File: src/rtl/pool_bin_if.sv
// Stream interface for pool_bin: conv results in, binarized pooled bits out.
// raw_max is present only when POOL_RAW_OUT_EN is defined.
interface pool_bin_if #(
  parameter int unsigned DW = 32
);
  logic                 state;
  logic signed [DW-1:0] din;
  logic                 ivalid;
  logic                 idone;
  logic                 dout;
  logic                 ovalid;
  logic                 done;
  logic                 err;
`ifdef POOL_RAW_OUT_EN
  logic signed [DW-1:0] raw_max;

  modport slave  (input  state, din, ivalid, idone,
                  output dout, ovalid, done, err, raw_max);
  modport master (output state, din, ivalid, idone,
                  input  dout, ovalid, done, err, raw_max);
`else
  modport slave  (input  state, din, ivalid, idone,
                  output dout, ovalid, done, err);
  modport master (output state, din, ivalid, idone,
                  input  dout, ovalid, done, err);
`endif
endinterface

File: src/rtl/pool_bin.sv
// 2x2 stride-2 signed max pooling over a raster frame, followed by binarization.
// Optional feature macro POOL_RAW_OUT_EN exposes the pooled max on bus.raw_max.
module pool_bin #(
  parameter int unsigned          DW     = 32,
  parameter int unsigned          W0     = 24,
  parameter int unsigned          W1     = 8,
  parameter logic signed [DW-1:0] THRESH = '0
) (
  input logic       clk,
  input logic       rst,
  pool_bin_if.slave bus
);

  localparam int unsigned   CW    = $clog2(W0);
  localparam int unsigned   LD    = W0 / 2;
  localparam logic [CW-1:0] LAST0 = CW'(W0 - 1);
  localparam logic [CW-1:0] LAST1 = CW'(W1 - 1);

  localparam logic [0:0] S_IDLE = 1'b0;
  localparam logic [0:0] S_RUN  = 1'b1;

  logic [0:0]           fsm, fsm_nxt;
  logic                 sel, sel_nxt;
  logic [CW-1:0]        col, col_nxt;
  logic [CW-1:0]        row, row_nxt;
  logic [CW-1:0]        lim_c;
  logic                 last_c, abort_c, emit_c;
  logic signed [DW-1:0] hold;
  logic signed [DW-1:0] pm_c, lb_c, m_c;
  logic signed [DW-1:0] linebuf [LD];

  // Frame sequencing: W is taken from the live state input only on the beat that leaves IDLE
  always_comb begin
    fsm_nxt = fsm;
    sel_nxt = sel;
    col_nxt = col;
    row_nxt = row;
    last_c  = 1'b0;
    abort_c = 1'b0;
    emit_c  = 1'b0;
    lim_c   = (((fsm == S_IDLE) ? bus.state : sel) != 1'b0) ? LAST1 : LAST0;
    if (bus.ivalid) begin
      if (fsm == S_IDLE) sel_nxt = bus.state;
      last_c  = (row == lim_c) && (col == lim_c);
      abort_c = bus.idone && !last_c;
      emit_c  = row[0] && col[0] && !abort_c;
      if (abort_c || last_c) begin
        fsm_nxt = S_IDLE;
        col_nxt = '0;
        row_nxt = '0;
      end else begin
        fsm_nxt = S_RUN;
        if (col == lim_c) begin
          col_nxt = '0;
          row_nxt = row + CW'(1);
        end else begin
          col_nxt = col + CW'(1);
        end
      end
    end
  end

  // Horizontal pair max, then vertical max against the stored even-row pair
  always_comb begin
    pm_c = (hold > bus.din) ? hold : bus.din;
    lb_c = linebuf[col[CW-1:1]];
    m_c  = (lb_c > pm_c) ? lb_c : pm_c;
  end

  always_ff @(posedge clk) begin
    if (rst) begin
      fsm         <= S_IDLE;
      sel         <= 1'b0;
      col         <= '0;
      row         <= '0;
      hold        <= '0;
      bus.dout    <= 1'b0;
      bus.ovalid  <= 1'b0;
      bus.done    <= 1'b0;
      bus.err     <= 1'b0;
`ifdef POOL_RAW_OUT_EN
      bus.raw_max <= '0;
`endif
    end else begin
      fsm        <= fsm_nxt;
      sel        <= sel_nxt;
      col        <= col_nxt;
      row        <= row_nxt;
      bus.ovalid <= emit_c;
      bus.done   <= emit_c && last_c;
      if (bus.ivalid && !col[0]) hold <= bus.din;
      if (emit_c) begin
        bus.dout    <= (m_c >= THRESH);
`ifdef POOL_RAW_OUT_EN
        bus.raw_max <= m_c;
`endif
      end
      if (abort_c) bus.err <= 1'b1;
    end
  end

  // Line buffer is never reset; every slot is written on an even row before its odd-row read
  always_ff @(posedge clk) begin
    if (!rst && bus.ivalid && !row[0] && col[0]) linebuf[col[CW-1:1]] <= pm_c;
  end

endmodule

File: src/flat_wrapper.sv
// flat-port wrapper written by rule: the top's interface ports become plain ports
module pool_bin_flat 
#(
  parameter int unsigned          DW     = 32,
  parameter int unsigned          W0     = 24,
  parameter int unsigned          W1     = 8,
  parameter logic signed [DW-1:0] THRESH = '0
)
  (clk, rst, bus_state, bus_din, bus_ivalid, bus_idone, bus_dout, bus_ovalid, bus_done, bus_err);
  pool_bin_if #(.DW(DW)) bus_i ();
  input logic clk;
  input logic rst;
  input wire logic [$bits(bus_i.state)-1:0] bus_state;
  input wire logic [$bits(bus_i.din)-1:0] bus_din;
  input wire logic [$bits(bus_i.ivalid)-1:0] bus_ivalid;
  input wire logic [$bits(bus_i.idone)-1:0] bus_idone;
  output wire logic [$bits(bus_i.dout)-1:0] bus_dout;
  output wire logic [$bits(bus_i.ovalid)-1:0] bus_ovalid;
  output wire logic [$bits(bus_i.done)-1:0] bus_done;
  output wire logic [$bits(bus_i.err)-1:0] bus_err;
  assign bus_i.state = bus_state;
  assign bus_i.din = bus_din;
  assign bus_i.ivalid = bus_ivalid;
  assign bus_i.idone = bus_idone;
  assign bus_dout = bus_i.dout;
  assign bus_ovalid = bus_i.ovalid;
  assign bus_done = bus_i.done;
  assign bus_err = bus_i.err;
  pool_bin #(.DW(DW), .W0(W0), .W1(W1), .THRESH(THRESH)) u_core (.clk(clk), .rst(rst), .bus(bus_i));
endmodule
File: config.mk
export PLATFORM = sky130hd
export DESIGN_NAME = pool_bin_flat
export DESIGN_NICKNAME = d
export VERILOG_FILES = /design/src/rtl/pool_bin_if.sv /design/src/rtl/pool_bin.sv /design/src/flat_wrapper.sv
export SDC_FILE = /design/constraint.sdc
export NUM_CORES = 1
export LEC_CHECK = 0
export ABC_AREA = 1
export CORE_MARGIN = 3
export CORE_UTILIZATION = 30
export CTS_BUF_LIST = sky130_fd_sc_hd__clkbuf_4
export DETAILED_ROUTE_END_ITERATION = 10
export GPL_ROUTABILITY_DRIVEN = 0
export PLACE_DENSITY = 0.49
export SYNTH_ARGS = -nofsm -noshare
export SYNTH_HDL_FRONTEND = slang
export SYNTH_SLANG_ARGS = --single-unit
File: constraint.sdc
create_clock -name clk -period 4.6 [get_ports clk]
set_clock_uncertainty 0.1 [all_clocks]
set_input_delay 0.92 -clock clk [delete_from_list [all_inputs] [get_ports clk]]
set_output_delay 0.92 -clock clk [all_outputs]
set_load 0.005 [all_outputs]
==> results.md <==
* Worst rel slew slack at 0.362
* Area occupied by multi-input gates at 0.00564 sq mm
* Worst Path Class, Setup: input pin to flip-flop
* TritonCTS buffer count at 110
* Setup_tns at 0 ns
* Min-Delay Path Class: flip-flop to flip-flop
* Worst hold path stage count at 2
* Proportion of layout cells with a drive suffix above 1 at 0.202
* Most used flip-flop cell after synthesis: edfxtp_1
* Number of synthesized register bits at about 440
* Setup slack, reg-to-reg at slightly below 0.7 ns
* Max Clock Freq at 253 MHz
* Critical path fanouts, max at 31
* Worst hold slack after final layout at 0.375 ns
* Length in cells of the worst reg-to-reg path at 22
* Portion of synthesized cell area occupied by the leading cell type at 0.609
* Total via count after detailed routing at about 13,000
* Setup slack after placement at -0.248 ns
* Average cell area after synthesis at roughly 11 sq um
* Total Wirelength at slightly above 50,000 um
* Run status: complete, no violations
* Area contributors post-synth: edfxtp_1 (61%), nor2_1 (6.3%), o21ai_0 (6.0%)
* Maximum level of the CTS H-tree at 3
* Clock tree root driver cell: clkbuf_4
* Synth area leader: edfxtp_1
* Routed WL per cell at 18.3 um
* Cell area after placement at between 0.02 and 0.025 sq mm
* Later-pin clock latency in the skew report at between 0.8 and 0.9 ns
* Final worst slack at between 0.6 and 0.7 ns
* Width of the die at approximately 260 um
* Net Sw Frac at 0.252
* Overall die area at 0.0662 sq mm
* Footprint of the flip-flops and latches at 0.0126 sq mm
* Remaining global-route overflow at 0
* Fraction of power consumed by sequential logic at 0.517
* Total setup violations reported at the end of the flow at 0
* Leak at 8.09 nW
* Mapped Cells at around 1,700
* Count of fill cells added during filler insertion at just over 6,000
* # port buffers at 40
* Starting Density at 0.305
* Clock Sink Count at around 440
* Share of the yosys chip area belonging to registers at 0.664
* Area of the mapped netlist at around 0.019 sq mm
* Critical Path Sink Type: flip-flop
* Data arrival time at the worst-slack endpoint at 4.51 ns
* Clk buf depth at 3
* Reg clk slew, reported paths at roughly 0.070 ns
* Internal power component at 0.00659 W
* First-pass GRT wire length at between 70,000 and 80,000 um
* Synth Net Count at 1,764
* Proportion of power drawn by the clock network at 0.371
* Vias per Instance at approximately 4.8
* Most instantiated cells after synthesis: edfxtp_1 (384), nor2_1 (320), o21ai_0 (226)
* Number of hold-slack violations in the final timing report at 0
* Post-CTS Setup Inserts at 0
* Relative contribution of combinational cells to total power at 0.112
* Most used standard cell by instance count after synthesis: edfxtp_1
* TritonCTS clock tree: done
* Number of core rows at 91
* Startpoint types: input pin
* Hold buffer count at CTS at 0
* Maximum number of pins on one net before global-route repair at roughly 150
* I/O pin count at 41
* Post-synth ARST share at 0
* Number of global-route vias before repair at about 13,000
* Detailed-routing iteration count for the pre-antenna-repair pass at 5
* Yosys warning count at 0
* Power per unit of standard cell area at 391 mW/mm^2
* Post-synth EDFFs at approximately 380
* Period utilization at 0.858
* Tot GR Track Use at 0.152
* Final design instance area without fill at 0.0225 sq mm
* Minimum clock period after layout at roughly 3.9 ns
* Half-perimeter wire length after placement at 29,400 um
* Setup repair after global routing missed its margin: no
* Area growth from synthesis to final layout at 18.9%
* DRT iter0 DRCs at 859
* Peak supply drop at 0.168 mV
* Fin nets at around 1,900
* Post-route DRC violation count at 0
* Post-detailed-route count of antenna-violating nets at 0
* Initial antenna violation count at 1
* Sw power at around 0.0022 W
* Number of maximum-capacitance violations at 0
* Die Y-Extent at approximately 260 um
* Resize count post-CTS at 0
* CORE AREA at between 0.06 and 0.07 sq mm
* Worst Tran Pin Value at 0.957 ns
* Number of slew-limit violations in the final report at 0
* Count of unique library cells instantiated by Yosys at 41
* Crit path required time at just over 5 ns
==> path summary, 6_finish.rpt <==
kind                          end           start
hold reg to reg    u_core.bus.err  u_core.bus.err
setup reg to reg  u_core.bus.dout       flip-flop
hold / removal     u_core.bus.err  u_core.bus.err
setup / recovery  u_core.bus.dout     bus_din[11]
==> critical path, stage by stage <==
cell and delay, ns:
clkdlybuf4s50_1 0.46, inv_1 0.06, ha_1 0.32, nand4_1 0.12, nor3_1 0.23, nand2_1 0.09
nand2_1 0.10, nand2_1 0.09, nand2_1 0.08, nand2_2 0.07, nand3_4 0.09, buf_12 0.20
nand2_1 0.09, o21ai_2 0.12, ha_1 0.30, a21oi_1 0.13, o21ai_0 0.19, nand2_1 0.10
nand2_1 0.06, a21oi_1 0.14, buf_4 0.14, nand2_1 0.05, nand2_1 0.07, nand4_1 0.08
nand2_1 0.08, inv_1 0.04, nand2_1 0.05, a21oi_1 0.05
==> cell families (layout without fill, tap and decap cells) <==
group | Yosys count | count (layout) | synth area share
xor+xnor | 2 | 2 | 0.000925
compound gates | 453 | 453 | 0.141
other cells | 0 | 1 | 0
flops | 436 | 436 | 0.664
simple gates | 507 | 507 | 0.107
fa+ha+maj | 66 | 66 | 0.0436
buf+inv | 197 | 455 | 0.0439
==> metal layers <==
metal,wire length [um],global-route usage,part of all wire
met4,1150,0.0565,0.023
met3,2490,0.0276,0.049
met1,23800,0.210,0.47
met5,0,0,0
met2,22900,0.238,0.45
==> metrics by stage <==
stage	total power, W	utilization	instances
floorplan	0.00520	-	1661
global placement	0.00561	0.340	2559
detailed placement	0.00563	0.340	2559
CTS	0.00893	0.363	2756
global route	0.00924	0.363	2757
finish	0.00881	0.363	2757
==> flip-flops by register name, indices dropped and copies added, names as in the netlist, named ones only <==
signal	flops
u_core.bus.ovalid	1
u_core.linebuf	384
u_core.hold	32
u_core.sel	1
u_core.col	5
u_core.row	5
u_core.bus.done	1
u_core.fsm	1
u_core.bus.err	1
u_core.bus.dout	1
==> cells in the final DEF, fill, tap and decap left out, types with 3 or more instances in the layout <==
master and count:
nor2_2 3, buf_12 16, o21a_1 5, dfxtp_1 48, nor2_1 307, nor3_1 8, a21oi_1 52, buf_4 98
a211oi_1 47, inv_2 36, clkbuf_4 168, nor2_4 14, clkinvlp_4 3, edfxtp_1 384, a31oi_1 15, nand4_1 9
clkinv_2 3, inv_1 68, o221ai_1 17, o21ai_1 7, clkdlybuf4s50_1 39, o21ai_2 30, o21ai_0 226, nand3_1 13
ha_1 66, nand2_1 139, clkinv_1 21, nand2_2 5, o22ai_1 51
==> area by class of cell <==
class | count | area share
clock inverter | 29 | 0.00667
inverter | 104 | 0.0174
multi-input combinational | 1028 | 0.250
timing repair buffer | 154 | 0.0644
sequential | 436 | 0.559
tap | 837 | 0.0465
clock buffer | 168 | 0.0560
antenna | 1 | 0.000111
==> power by group through the flow <==
stage | clock [W] | sequential (W) | combinational [W]
floorplan | 0 | 0.00463 | 0.000575
global placement | 0 | 0.00464 | 0.000974
detailed placement | 0 | 0.00464 | 0.000994
CTS | 0.00338 | 0.00455 | 0.000997
global route | 0.00357 | 0.00455 | 0.00112
finish | 0.00327 | 0.00455 | 0.000991
(Power assumes the default switching activity.)
